--- src/rtl/hazard_stall_unit.sv ---
// Hazard stall unit: resolves load-use, multi-cycle memory and ID-branch hazards
// by driving pipeline-register enables, bubbles and flushes; adds a memory watchdog.
module hazard_stall_unit #(
  parameter int MEM_TIMEOUT = 15,
  parameter int CNT_W       = 16
) (
  input  logic             clk,
  input  logic             reset,
  input  logic [4:0]       IF_ID_RS,
  input  logic [4:0]       IF_ID_RT,
  input  logic             ID_UsesRT,
  input  logic [4:0]       ID_EX_RT,
  input  logic             ID_EX_MemRead,
  input  logic             Branch_Taken,
  input  logic             EX_MEM_MemRead,
  input  logic             EX_MEM_MemWrite,
  input  logic             Mem_Ready,
  output logic             PC_Write,
  output logic             IF_ID_Write,
  output logic             IF_ID_Flush,
  output logic             ID_EX_Bubble,
  output logic             Pipe_Hold,
  output logic             MEM_WB_Bubble,
  output logic             Mem_Error,
  output logic [CNT_W-1:0] Stall_Count
);

  typedef enum logic [1:0] {
    RUN      = 2'd0,
    MEM_WAIT = 2'd1,
    ERROR    = 2'd2
  } fsm_e;

  typedef struct packed {
    logic pcWrite;
    logic ifIdWrite;
    logic ifIdFlush;
    logic idExBubble;
    logic pipeHold;
    logic memWbBubble;
  } ctrl_t;

  localparam logic [7:0]       TIMEOUT = 8'(MEM_TIMEOUT);
  localparam logic [CNT_W-1:0] CNT_ONE = CNT_W'(1);

  fsm_e             state, stateNext;
  logic [7:0]       waitCnt, waitCntNext;
  logic             pendFlush;
  logic             memErr;
  logic [CNT_W-1:0] stallCnt;

  logic  memBusy, loadUse, frozen, timeoutHit;
  ctrl_t ctrl;

  always_comb begin
    memBusy = (EX_MEM_MemRead | EX_MEM_MemWrite) & ~Mem_Ready;
    loadUse = ID_EX_MemRead & (ID_EX_RT != 5'd0) &
              ((ID_EX_RT == IF_ID_RS) | (ID_UsesRT & (ID_EX_RT == IF_ID_RT)));
    frozen  = (state == ERROR) | memBusy;
    timeoutHit = (state == MEM_WAIT) & memBusy & (waitCnt == TIMEOUT);
  end

  // state register
  always_ff @(posedge clk) begin
    if (reset) begin
      state   <= RUN;
      waitCnt <= 8'd0;
    end else begin
      state   <= stateNext;
      waitCnt <= waitCntNext;
    end
  end

  // next-state
  always_comb begin
    stateNext   = state;
    waitCntNext = waitCnt;
    case (state)
      RUN: begin
        if (memBusy) begin
          stateNext   = MEM_WAIT;
          waitCntNext = 8'd1;
        end
      end
      MEM_WAIT: begin
        if (!memBusy) begin
          stateNext   = RUN;
          waitCntNext = 8'd0;
        end else if (timeoutHit) begin
          stateNext   = ERROR;
        end else begin
          waitCntNext = waitCnt + 8'd1;
        end
      end
      ERROR: ;
      default: begin
        stateNext   = RUN;
        waitCntNext = 8'd0;
      end
    endcase
  end

  // outputs; a branch seen during a load-use stall has stale operands and is dropped
  always_comb begin
    ctrl           = '0;
    ctrl.pcWrite   = 1'b1;
    ctrl.ifIdWrite = 1'b1;
    if (reset) begin
      ctrl.pcWrite   = 1'b1;
    end else if (frozen) begin
      ctrl.pcWrite     = 1'b0;
      ctrl.ifIdWrite   = 1'b0;
      ctrl.pipeHold    = 1'b1;
      ctrl.memWbBubble = 1'b1;
    end else if (loadUse) begin
      ctrl.pcWrite    = 1'b0;
      ctrl.ifIdWrite  = 1'b0;
      ctrl.idExBubble = 1'b1;
    end else if (Branch_Taken | pendFlush) begin
      ctrl.ifIdFlush = 1'b1;
    end
  end

  // a branch resolved while frozen is remembered and flushed on the first free cycle
  always_ff @(posedge clk) begin
    if (reset)
      pendFlush <= 1'b0;
    else if (frozen & Branch_Taken)
      pendFlush <= 1'b1;
    else if (!frozen & !loadUse & (Branch_Taken | pendFlush))
      pendFlush <= 1'b0;
  end

  always_ff @(posedge clk) begin
    if (reset)
      memErr <= 1'b0;
    else if (timeoutHit)
      memErr <= 1'b1;
  end

  always_ff @(posedge clk) begin
    if (reset)
      stallCnt <= '0;
    else if (!ctrl.pcWrite && (stallCnt != {CNT_W{1'b1}}))
      stallCnt <= stallCnt + CNT_ONE;
  end

  assign PC_Write      = ctrl.pcWrite;
  assign IF_ID_Write   = ctrl.ifIdWrite;
  assign IF_ID_Flush   = ctrl.ifIdFlush;
  assign ID_EX_Bubble  = ctrl.idExBubble;
  assign Pipe_Hold     = ctrl.pipeHold;
  assign MEM_WB_Bubble = ctrl.memWbBubble;
  assign Mem_Error     = memErr;
  assign Stall_Count   = stallCnt;

endmodule

--- config.mk ---
export PLATFORM = sky130hd
export DESIGN_NAME = hazard_stall_unit
export DESIGN_NICKNAME = d
export VERILOG_FILES = /design/src/rtl/hazard_stall_unit.sv
export SDC_FILE = /design/constraint.sdc
export NUM_CORES = 1
export LEC_CHECK = 0
export BUFFER_PORTS_ARGS = -buffer_cell sky130_fd_sc_hd__clkbuf_2
export CAP_MARGIN = 20
export CORE_MARGIN = 2
export CORE_UTILIZATION = 51
export DETAILED_ROUTE_END_ITERATION = 8
export GPL_TIMING_DRIVEN = 1
export PLACE_DENSITY = 0.77
export SETUP_SLACK_MARGIN = 0.5
export SYNTH_ARGS = -nofsm -noshare
export SYNTH_HDL_FRONTEND = slang
export SYNTH_SLANG_ARGS = --single-unit
--- constraint.sdc ---
create_clock -name clk -period 2.5 [get_ports clk]
set_input_delay 0.375 -clock clk [delete_from_list [all_inputs] [get_ports clk]]
set_output_delay 0.375 -clock clk [all_outputs]
set_load 0.05 [all_outputs]
==> results of run 1 <==
-- layer usage --
metal	global-route usage (%)	part of all wire, %	routed length [µm]
met5	0	0	0
met3	3.06	5.1	174
met2	33.1	47	1620
met4	6.17	0.47	16
met1	26.0	47	1610
-- cells in the final DEF (no fill, tap or decap), drive strengths merged --
cell type,instances
nor4,4
mux2,2
nand3b,2
o21a,1
nor3b,2
nor3,2
and2,4
nand2,14
dfxtp,28
or2,2
clkbuf,45
a31oi,1
mux2i,1
nand3,11
and4,1
ha,2
nand4,3
o22ai,1
buf,13
or3,7
o31ai,5
nor2,22
o21ai,7
o21bai,2
nand2b,1
a21boi,1
xnor2,11
and3,2
a21oi,17
inv,4
or4,7
xor2,7
nand4b,2
o21ba,2
nor4b,1
a211oi,2
nor2b,2
-- registers in the layout, summed over array words and instances (netlist names) --
signal and cells:
Mem_Error 1, Stall_Count 16, pendFlush 1, state 2, waitCnt 8
-- what timing repair did --
| item | 4_1_cts | 5_1_grt |
|---|---|---|
| pin swaps | 3 | 7 |
| setup endpoints to repair | 4 | 8 |
| buffers inserted | 3 | 2 |
| resized for setup | 12 | 14 |
-- power by group --
group	switching, µW	total, µW	internal, µW	leakage [µW]
Clock	136	226	89.3	0.0000210
Combinational	98.9	178	78.7	0.000529
Sequential	9.40	464	455	0.000229
-- cell families (layout without fill, tap and decap cells) --
group / count (synthesis) / after routing / synth area share, %
DFF: 28 / 28 / 35.8
and+or+nand+nor: 89 / 89 / 30.3
xor gates and xnor gates: 18 / 18 / 10.1
buffers and inverters: 12 / 62 / 4.56
muxes: 3 / 3 / 2.32
AOI/OAI and AO/OA: 39 / 39 / 15.3
adders and majority gates: 2 / 2 / 1.60
-- worst paths after layout --
| check | endpoint | cells past startpoint | startpoint | slack (ns) |
|---|---|---|---|---|
| max | IF_ID_Flush | 6 | ID_EX_RT[1] | 0.38 |
| min | pendFlush | 3 | Branch_Taken | 0.27 |
| max reg2reg | Stall_Count[15] | 8 | state[0] | 0.59 |
| min reg2reg | Mem_Error | 2 | Mem_Error | 0.50 |
-- synthesized netlist by cell type (2+ instances only) --
cell,n
buf_4,2
nand4b_1,2
and3_1,2
clkbuf_1,3
o31ai_1,5
or3_1,7
nor2b_1,2
nor4_1,4
o21ai_0,2
nor3b_1,2
o21bai_1,2
o21ai_1,5
nand3_1,11
a21oi_1,16
o21ba_2,2
nor2_1,22
and2_1,4
nand4_1,3
inv_1,4
nor3_1,2
ha_1,2
xor2_1,7
nand2_1,14
or4_1,7
a211oi_1,2
dfxtp_1,28
nand3b_1,2
xnor2_1,11
-- worst register-to-register path: cells and delay by family, from the launching register on --
| family | cells | cell delay, ns |
|---|---|---|
| and+or+nand+nor | 3 | 0.90 |
| buffers and inverters | 3 | 0.40 |
| DFF | 1 | 0.38 |
| AOI/OAI and AO/OA | 2 | 0.18 |
-- area by class of cell --
type                    instances  area [µm²]  share of cell area [%]
multi-input cells             151        1020                    50.2
flip-flops and latches         28         568                    27.9
repair buffers                 54         354                    17.4
well taps                      33        41.3                    2.02
clock buffers                   4        36.3                    1.78
inverters                       4        15.0                   0.736
-- stage by stage --
stage	cell area, µm²	utilization (%)	power (µW)	instances	hold slack (ns)
3_3_place_gp	1850	62.3	623	265	0.462
5_1_grt	2040	68.5	909	274	0.273
4_1_cts	1980	66.3	863	272	0.262
3_5_place_dp	1850	62.3	626	265	0.460
2_1_floorplan	1620	-	588	191	0.450
6_report	2040	68.5	867	274	0.267
==> metrics, run 1 <==
outcome finished clean; IO Pins 46; Post-CTS Hold Buffers 0; CP required 2.12 ns; cts bufs inserted 3; Synth Warn # 0; Die X 59.4 µm; register area share after synthesis 35.8%; Data arrival, critical path 1.75 ns; gr usage total 19.8%; vias in the first global route 1,343; layout cells sized above 1 34.9%; Slew HR 70.5%; DRC Markers 0; Final Cycle Share 84.8%; post-synth design cell area 1560 µm²; die area 3530 µm²; WL final 3420 µm; Ant. Diodes 0; Synth Net Count 216; nature of the critical path endpoint output port; startpoint types input port; Clock Path Buffers 2; Area contributors post-synth dfxtp_1 (36%), xnor2_1 (6.2%), nor2_1 (5.3%), a21oi_1 (5.1%), xor2_1 (3.9%); Initial Utilization 52.5%; DRT iter0 DRCs 86; Yosys top cell area share 35.8%; peak supply drop 205 µV; worst hold path type in2reg; # fillers 248; number of max-cap violations 0; Sink Count 28; Slowest Stage Delay on Critical Path 0.52 ns; pre-CTS setup slack 0.206 ns; Final Hold Viols 0; die height 59.4 µm; clock-pin slew on the worst setup and hold paths 0.15 ns; leading area contributor after synthesis dfxtp_1; CTS tree built; register bit count reported by yosys 28; wire length of the first global-routing pass 5510 µm; Final WS setup 0.379 ns; Synth Instances 191; GP Congestion 0.815; number of antenna violations at the first check in global routing 0; fmax 472 MHz; Area Growth Syn to Fin 30.4%; WP buf/inv 2; largest net degree at the start of global routing 23; number of synthesized flops with an enable pin 0; predominant post-synthesis flop cell dfxtp_1; Period minus WS final 2.12 ns; unique cell type count in the Yosys netlist 44; setup_tns 0 ns; Antenna Nets Post-Route 0; number of detailed-route iterations in the first pass 4; WL/cell 12.5 µm; row cnt 20; unrepaired setup endpoints after global routing yes; H-tree Lvls 1; setup violators final 0; CP Max Fanout 3; worst path cell trace buf_8 -> or4_4 -> o21a_4 -> and2_4 -> nor4_4 -> clkbuf_8; clock skew 0.00278 ns; slowest CP cell or4_4; gr ovfl total 0; post-DP HPWL 2490 µm; CTS Root Cell clkbuf_4; Slew Limit Fails 0; power per standard cell area 425 nW/µm²; Critical Setup Path Class in2out; Vias/cell 5.60; Synth async-reset ratio 0%; syn_area_per_cell 8.19 µm²; via count 1,534; Worst-Margin Slew 0.441 ns; final net count 267; Crit path max-delay family simple AND/OR/NAND/NOR gates; Port Buffer Count 45; later-pin clock latency in the skew report 0.33 ns; core area 2980 µm²; Leakage 0.000779 µW
No activity file was read; power rests on OpenSTA's default activity.
==> run 2, diff against run 1 <==
- CORE_UTILIZATION: 51 -> 46
- PLACE_DENSITY: 0.77 -> 0.73
- clock period: 2.5 -> 1.85 ns (I/O delays scaled with it)
==> metrics, run 2 (same netlist as run 1, synthesis figures left out) <==
outcome complete, but fails checks; failing checks setup timing; Port Buffer Count 45 (unchanged); IO Pins 46 (unchanged); R2R Setup Slk -0.01 ns (-0.60 ns); Critical Setup Path Class in2out; die area 3880 µm² (+10%); number of max-cap violations 0 (unchanged); CP required 1.57 ns (-0.55 ns); R2R depth 8 (unchanged); most common cell after layout, fill and taps aside buf_4; max reg flops 16 (unchanged); Slew HR 69.8% (-0.63 points); Data arrival, critical path 1.67 ns (-0.08 ns); Die X 62.3 µm (+4.9%); Ant. Diodes 0 (unchanged); power per standard cell area 507 nW/µm² (+19%); Vias/cell 5.53 (-1.3%); largest net degree at the start of global routing 17 (-26%); Final Hold Viols 0 (unchanged); Leakage 0.00103 µW (+32%); DP Area 2090 µm² (+12%); WL final 5210 µm (+52%); RR Startpoint Stall_Count[2]; die height 62.3 µm (+4.9%); CP Max Fanout 3 (unchanged); fmax 513 MHz; Placed Cells 286 (+7.9%); setup_tns -0.515 ns (-0.515 ns); uppermost layer routed met4; clock skew 0.00682 ns (+0.00404 ns); Final WS setup -0.0981 ns (-0.477 ns); WL/cell 16.4 µm (+31%); layout cells sized above 1 61.0% (+26 points); metal1 wirelength 2090 µm (+30%); clock-pin slew on the worst setup and hold paths 0.16 ns (about the same); post-DP HPWL 2740 µm (+10%); final net count 298 (+12%); vias in the first global route 1,655 (+23%); Worst-Margin Slew 0.451 ns (+0.00945 ns); setup violators final 10 (+10); Overall Power 1370 µW (+57%); Period minus WS final 1.95 ns; RR Endpoint Stall_Count[10]; gr usage total 23.4% (+3.6 points); Critical Path End ID_EX_Bubble; H-tree Lvls 1 (unchanged); unrepaired setup endpoints after global routing yes; DRC Markers 0 (unchanged); GP Congestion 0.729 (-11%); hold depth 3 (unchanged); DRT iter0 DRCs 222 (+160%); later-pin clock latency in the skew report 0.34 ns (about the same); Area Growth Syn to Fin 72.2%; metal2 WL 2750 µm (+70%); Final Non-Filler Cells 318 (+16%); worst hold slack 0.175 ns (-0.0915 ns); startpoint types input port; Sink Count 28 (unchanged); wire length of the first global-routing pass 7370 µm (+34%); via count 1,757 (+15%); Clock Path Buffers 2 (unchanged); commonest non-fill, non-tap cells in the layout buf_4 (31), clkbuf_2 (25), buf_6 (18); # fillers 202 (-19%); Antenna Nets Post-Route 0 (unchanged); nature of the critical path endpoint output port; gr ovfl total 0 (unchanged); Slew Limit Fails 0 (unchanged); CTS Root Cell clkbuf_4; peak supply drop 407 µV (+98%); Final Cycle Share 105%; worst hold path type in2reg; met3 routed WL 168 µm (-3.4%); core area 3310 µm² (+11%); CTS tree built; Initial Utilization 47.2% (-5.3 points); crit path from ID_EX_RT[1]; number of antenna violations at the first check in global routing 0 (unchanged); Final Instance Area 2690 µm² (+32%); row cnt 21 (+5.0%); cts bufs inserted 3 (unchanged); number of detailed-route iterations in the first pass 4 (unchanged)
[run 2: cell types whose count changed in the layout (fill, tap and decap cells not counted), sizes merged]
cell,change
buf,+45
clkbuf,-15
bufinv,+1
[run 2: what timing repair did]
item / 4_1_cts / 5_1_grt
gates cloned: 2 / 0
pin swaps: 25 / 27
setup buffers: 20 / 6
endpoints found under the setup margin: 31 / 45
hold buffers: 0 / 0
gates resized for setup: 51 / 52
[run 2: how the worst min path moves through the flow]
stage | slack, ns | endpoint | startpoint
6_report | 0.18 | pendFlush | Branch_Taken
5_1_grt | 0.18 | pendFlush | Branch_Taken
4_1_cts | 0.15 | pendFlush | Branch_Taken
3_5_place_dp | 0.47 | Mem_Error | Mem_Error
3_3_place_gp | 0.46 | Mem_Error | Mem_Error
2_1_floorplan | 0.41 | pendFlush | Branch_Taken
[run 2: layout make-up]
cell class / instances / area, µm² / area share [%]
Multi-Input combinational cell: 151 / 1230 / 45.7
Timing Repair Buffer: 85 / 718 / 26.7
Tap cell: 46 / 57.6 / 2.14
Clock buffer: 3 / 22.5 / 0.836
Sequential cell: 28 / 617 / 22.9
Clock inverter: 1 / 30.0 / 1.11
Inverter: 4 / 17.5 / 0.650
[run 2: stage by stage]
stage,worst slack [ns],utilization (%)
5_1_grt,-0.129,81.4
3_5_place_dp,-0.214,63.0
6_report,-0.0981,81.4
4_1_cts,-0.0770,75.7
3_3_place_gp,-0.178,63.0
2_1_floorplan,-0.134,-
[run 2: power by group]
part           switching, µW  internal, µW
logic                    179           165
clock network            192           220
registers               8.43           602
[run 2: layer usage]
| metal | up-vias | global-route usage (%) |
|---|---|---|
| li1 | 849 | - |
| met1 | 830 | 26.8 |
| met2 | 55 | 43.2 |
| met3 | 23 | 3.44 |
| met4 | 0 | 9.72 |
| met5 | - | 0 |
[run 2: critical path: stages]
cell     delay [ns]
buf_6          0.09
buf_4          0.14
xnor2_1        0.17
nand3_1        0.13
o22ai_4        0.25
and2_4         0.21
nor3b_4        0.22
buf_12         0.17
